File: config.mk
export PLATFORM = sky130hd
export DESIGN_NAME = ecc_arith_sequencer
export DESIGN_NICKNAME = d
export VERILOG_FILES = /design/src/rtl/ecc_pkg.sv /design/src/rtl/ecc_regfile4.sv /design/src/rtl/ecc_arith_sequencer.sv
export SDC_FILE = /design/constraint.sdc
export NUM_CORES = 2
export LEC_CHECK = 0
export BUFFER_PORTS_ARGS = -buffer_cell sky130_fd_sc_hd__buf_2
export CELL_PAD_IN_SITES_DETAIL_PLACEMENT = 1
export CELL_PAD_IN_SITES_GLOBAL_PLACEMENT = 1
export CORE_AREA = 10 10 724 726
export DETAILED_ROUTE_END_ITERATION = 8
export DIE_AREA = 0 0 734 736
export PLACE_DENSITY_LB_ADDON = 0.1
export SLEW_MARGIN = 20
export SYNTH_ARGS = -nofsm -noshare
export SYNTH_HDL_FRONTEND = slang
export SYNTH_SLANG_ARGS = --single-unit
File: constraint.sdc
create_clock -name clk -period 2.5 [get_ports clk]
set_input_delay 0.125 -clock clk [delete_from_list [all_inputs] [get_ports clk]]
set_output_delay 0.125 -clock clk [all_outputs]
set_load 0.005 [all_outputs]
File: src/rtl/ecc_pkg.sv
// Shared constants for the GF(2^233) arithmetic sequencer: widths, instruction
// field positions, FSM state encoding and the R2 start-time value.
package ecc_pkg;

  localparam int unsigned WIDTH   = 233;
  localparam int unsigned CW_W    = 10;
  localparam int unsigned INSTR_W = 17;

  localparam int unsigned C0_DST_LSB = 10;
  localparam int unsigned C0_WE_BIT  = 12;
  localparam int unsigned C1_DST_LSB = 13;
  localparam int unsigned C1_WE_BIT  = 15;
  localparam int unsigned LAST_BIT   = 16;

  localparam logic [2:0] StIdle  = 3'd0;
  localparam logic [2:0] StFetch = 3'd1;
  localparam logic [2:0] StExec  = 3'd2;
  localparam logic [2:0] StWb    = 3'd3;
  localparam logic [2:0] StDone  = 3'd4;

  // Projective Z coordinate starts at 1.
  localparam logic [WIDTH-1:0] R2_INIT = WIDTH'(1);

endpackage

File: src/rtl/ecc_regfile4.sv
// Four WIDTH-bit field registers with two write ports (port 1 wins on a
// shared destination) and a load port for start-time initialisation.
module ecc_regfile4
  import ecc_pkg::*;
(
  input  logic             clk,
  input  logic             rst,
  input  logic             load_i,
  input  logic [WIDTH-1:0] x_i,
  input  logic [WIDTH-1:0] y_i,
  input  logic             we0_i,
  input  logic [1:0]       dst0_i,
  input  logic [WIDTH-1:0] d0_i,
  input  logic             we1_i,
  input  logic [1:0]       dst1_i,
  input  logic [WIDTH-1:0] d1_i,
  output logic [WIDTH-1:0] r0_o,
  output logic [WIDTH-1:0] r1_o,
  output logic [WIDTH-1:0] r2_o,
  output logic [WIDTH-1:0] r3_o
);

  logic [WIDTH-1:0] regs_q [4];
  logic [WIDTH-1:0] regs_d [4];

  always_comb begin
    for (int i = 0; i < 4; i++) regs_d[i] = regs_q[i];
    if (load_i) begin
      regs_d[0] = x_i;
      regs_d[1] = y_i;
      regs_d[2] = R2_INIT;
      regs_d[3] = '0;
    end else begin
      // Port 1 is applied last so it wins when both target the same register.
      if (we0_i) regs_d[dst0_i] = d0_i;
      if (we1_i) regs_d[dst1_i] = d1_i;
    end
  end

  always_ff @(posedge clk) begin
    if (rst) begin
      for (int i = 0; i < 4; i++) regs_q[i] <= '0;
    end else begin
      for (int i = 0; i < 4; i++) regs_q[i] <= regs_d[i];
    end
  end

  assign r0_o = regs_q[0];
  assign r1_o = regs_q[1];
  assign r2_o = regs_q[2];
  assign r3_o = regs_q[3];

endmodule

File: src/rtl/ecc_arith_sequencer.sv
// Microcoded sequencer around the GF(2^233) arithmetic unit: fetches from an
// external ROM, holds cword/operands for EXEC_CYC cycles, then writes back c0/c1.
module ecc_arith_sequencer
  import ecc_pkg::*;
#(
  parameter int unsigned EXEC_CYC = 4,
  parameter int unsigned PC_W     = 6
) (
  input  logic               clk,
  input  logic               rst,
  input  logic               start,
  input  logic [WIDTH-1:0]   x_in,
  input  logic [WIDTH-1:0]   y_in,
  output logic [PC_W-1:0]    instr_addr,
  input  logic [INSTR_W-1:0] instr_in,
  output logic [WIDTH-1:0]   a0,
  output logic [WIDTH-1:0]   a1,
  output logic [WIDTH-1:0]   a2,
  output logic [WIDTH-1:0]   a3,
  output logic [CW_W-1:0]    cword,
  input  logic [WIDTH-1:0]   c0,
  input  logic [WIDTH-1:0]   c1,
  output logic               busy,
  output logic               done
);

  logic [2:0]         state_q, state_d;
  logic [PC_W-1:0]    pc_q, pc_d;
  logic [INSTR_W-1:0] ir_q, ir_d;
  logic [3:0]         cnt_q, cnt_d;
  logic               load;
  logic               wb;

  always_comb begin
    state_d = state_q;
    pc_d    = pc_q;
    ir_d    = ir_q;
    cnt_d   = cnt_q;
    load    = 1'b0;
    wb      = 1'b0;
    case (state_q)
      StIdle: begin
        if (start) begin
          load    = 1'b1;
          pc_d    = '0;
          state_d = StFetch;
        end
      end
      StFetch: begin
        ir_d    = instr_in;
        cnt_d   = '0;
        state_d = StExec;
      end
      StExec: begin
        cnt_d = cnt_q + 4'd1;
        if (cnt_q == 4'(EXEC_CYC - 1)) state_d = StWb;
      end
      StWb: begin
        wb = 1'b1;
        if (ir_q[LAST_BIT]) begin
          state_d = StDone;
        end else begin
          // A missing last bit lets pc wrap silently.
          pc_d    = pc_q + 1'b1;
          state_d = StFetch;
        end
      end
      StDone:  state_d = StIdle;
      default: state_d = StIdle;
    endcase
  end

  always_ff @(posedge clk) begin
    if (rst) begin
      state_q <= StIdle;
      pc_q    <= '0;
      ir_q    <= '0;
      cnt_q   <= '0;
    end else begin
      state_q <= state_d;
      pc_q    <= pc_d;
      ir_q    <= ir_d;
      cnt_q   <= cnt_d;
    end
  end

  ecc_regfile4 u_regfile (
    .clk    (clk),
    .rst    (rst),
    .load_i (load),
    .x_i    (x_in),
    .y_i    (y_in),
    .we0_i  (wb & ir_q[C0_WE_BIT]),
    .dst0_i (ir_q[C0_DST_LSB +: 2]),
    .d0_i   (c0),
    .we1_i  (wb & ir_q[C1_WE_BIT]),
    .dst1_i (ir_q[C1_DST_LSB +: 2]),
    .d1_i   (c1),
    .r0_o   (a0),
    .r1_o   (a1),
    .r2_o   (a2),
    .r3_o   (a3)
  );

  // cword is the registered IR field, so it only moves on FETCH->EXEC.
  assign cword      = ir_q[CW_W-1:0];
  assign instr_addr = pc_q;
  assign busy       = (state_q != StIdle);
  assign done       = (state_q == StDone);

endmodule

==> metrics <==
die area about 540,000 um^2; initial DRC count 2,719; first-pass GRT wire length ~600,000 um; final-layout fill cell count 59,300; skew final 0.0346 ns; HPWL after detailed placement 382,000 um; status complete, no violations; Synth Area in Adders less than 1%; Max Slew Vio Count 0; number of global-route vias before repair 55,600; Highest Clock Rate roughly 400 MHz; DR DRC count 0; First-pass DRT Iterations 5; GRT met2 Usage 28.0%; GPL Wtd Cong 0.872; CP endpoint kind register; post-synthesis average cell area between 9 and 10 um^2; GR peak layer met2; Die X 734 um; final core utilization 15.7%; Fin. Hold Viols 0; met3 Track Usage GR 4.59%; Max-slew headroom 52.4%; pwr/cell area 609 nW/um^2; FF/Latch Area between 15,000 and 20,000 um^2; Hold WC Path Type in -> reg; Yosys warning count 0; multiplexer share of the synthesized area 21.7%; Max-Cap Viols 0; Post-Synth Simple-Gate Area 1.08%; P&R area growth vs syn 85.1%; cells after synthesis 4,381; Setup CP Type reg -> reg; fin crit share a little over nine tenths; PortBufs 1,901; WP data arrival 3.16 ns; Die Y 736 um; EDFF count, synth 0; Initial Utilization 8.45%; All-Layer GR Usage 16.4%; gr ovfl total 0; RSZ-0062 raised after global routing yes; Std-Cell Rows about 260; CTS tree built; initial antenna violation count between 150 and 200; minimum clock period between 2 and 2.5 ns; sequential cell area fraction in the yosys report approximately 45%; Final TNS setup 0 ns; remaining antenna violation count 0; final wirelength 469,000 um; Total Power 48.5 mW; synth unique cells 46; largest net degree at the start of global routing 80; Reg clk slew, reported paths 0.06 ns; Top FF cell, synth dfxtp_1; Synth Cell Area 43,000 um^2; GRT met1 Usage 20.8%; Worst Hold Margin approximately 0.12 ns; Slew @ Worst Pin 0.714 ns; Critical Path Fanout Max 27; Critical Path Start Type register; layout cells sized above 1 32.9%; Clock Sinks 962; Clock Path Buffers 4; slack of the critical path 0.0671 ns; vias per cell 3.62; largest family of logic cells by synthesized area compound AO/OA/AOI/OAI gates; vias post-DR 52,200; Post-synth ARST share 0%; # IOs 1,902; Post-Syn Nets approximately 5,300; Setup Viol. Count Final 0; worst endpoint required time 3.23 ns; layout net count around 8,500; leakage about 31 nW; Clock Latency Late Sink 0.84 ns; H-tree levels 4; Setup WS pre-CTS -0.0818 ns; register bit count reported by yosys 962; area of the multi-input gates between 20,000 and 25,000 um^2; Synth Area in Compound Gates 26.3%; Worst VDD drop about 0.4 mV; wire per inst 32.6 um; Synth Area in XOR/XNOR 0.102%; cts bufs inserted 156; Root Buffer clkbuf_16; core box area 508,000 um^2
## layout by cell type (no fill, tap or decap), drive strengths merged, types with 6 or more instances in the layout
cell type,instances
mux2i,932
buf,2254
nor2,10
clkbuf,243
nand2b,6
clkinv,17
a21oi,490
diode,66
nand2,37
dlygate4sd3,1196
o21ai,935
inv,7
dfxtp,962
a32oi,466
## cell usage after synthesis (all sizes together), types with 3 or more instances
master    n  share of area (%)
nor2     10              0.087
nor3b     5              0.099
a211oi    4              0.070
nor2b     4              0.058
nand4b    3              0.061
buf     155                3.0
mux2i   932                 22
nand2    37               0.32
a32oi   466                9.5
nor3      3              0.047
clkbuf  333                2.9
a21oi   490                5.7
dfxtp   962                 45
xnor2     5               0.10
nand2b    6              0.087
o21ai   935                 11
inv       3              0.026
nand3     3              0.035
or3b      4              0.081
## cell families after synthesis
| logic type | Yosys count |
|---|---|
| compound gates | 1903 |
| flops | 962 |
| mux | 932 |
| buf+inv | 491 |
| simple gates | 86 |
| xor+xnor | 5 |
| fa+ha+maj | 2 |
## final timing paths
kind,start,end,slack (ns),cells past startpoint
worst max-delay path,state_q[2],u_regfile.regs_q[0][64],0.07,9
worst min-delay path,x_in[44],u_regfile.regs_q[0][44],0.12,4
worst max register to register,state_q[2],u_regfile.regs_q[0][64],0.07,9
worst min register to register,ir_q[16],state_q[2],0.49,2
## registers in the layout, summed over array words and instances, names as in the netlist
register and flops:
cnt_q 4, ir_q 17, instr_addr 6, state_q 3, u_regfile.regs_q 932
## through the flow
step	cell area, um^2	instances
6_report	79600	14400
5_1_grt	79500	14400
4_1_cts	79200	14300
3_5_place_dp	62200	12900
3_3_place_gp	62200	12900
2_1_floorplan	43000	4381
## critical path, stage by stage, from the launching register on
cell	delay, ns
dfxtp_2	0.34
nor4b_2	0.26
buf_4	0.18
nor2_4	0.06
buf_12	0.15
buf_12	0.15
buf_6	0.24
a32oi_1	0.19
dlygate4sd3_1	0.56
o21ai_0	0.07
## report_power, final
part / internal (mW) / total, mW / switching [mW]
clock: 13.1 / 22.4 / 9.32
combinational: 3.62 / 9.28 / 5.67
sequential: 16.1 / 16.8 / 0.646
total: 32.9 / 48.5 / 15.6
## metal layers
| metal | up-vias | share of wire [%] |
|---|---|---|
| met4 | 84 | 1.7 |
| met3 | 395 | 7.1 |
| met2 | 1954 | 47 |
| li1 | 23200 | - |
| met5 | - | 0.11 |
| met1 | 26600 | 44 |
## final cells by class
cell class,instances,area share [%]
timing repair buffer,3453,32.0
multi-input combinational,2928,26.7
sequential,962,24.2
tap,6732,10.6
clock buffer,240,5.86
clock inverter,26,0.390
antenna,66,0.208
inverter,3,0.0141
## what timing repair did
item,CTS,global route
endpoints found under the hold margin,962,0
cloned,0,3
hold buffers,1196,0
pin swaps,0,5
endpoints found under the setup margin,2,66
resized for setup,2,12
setup buffers,0,11
(Power assumes the default switching activity.)
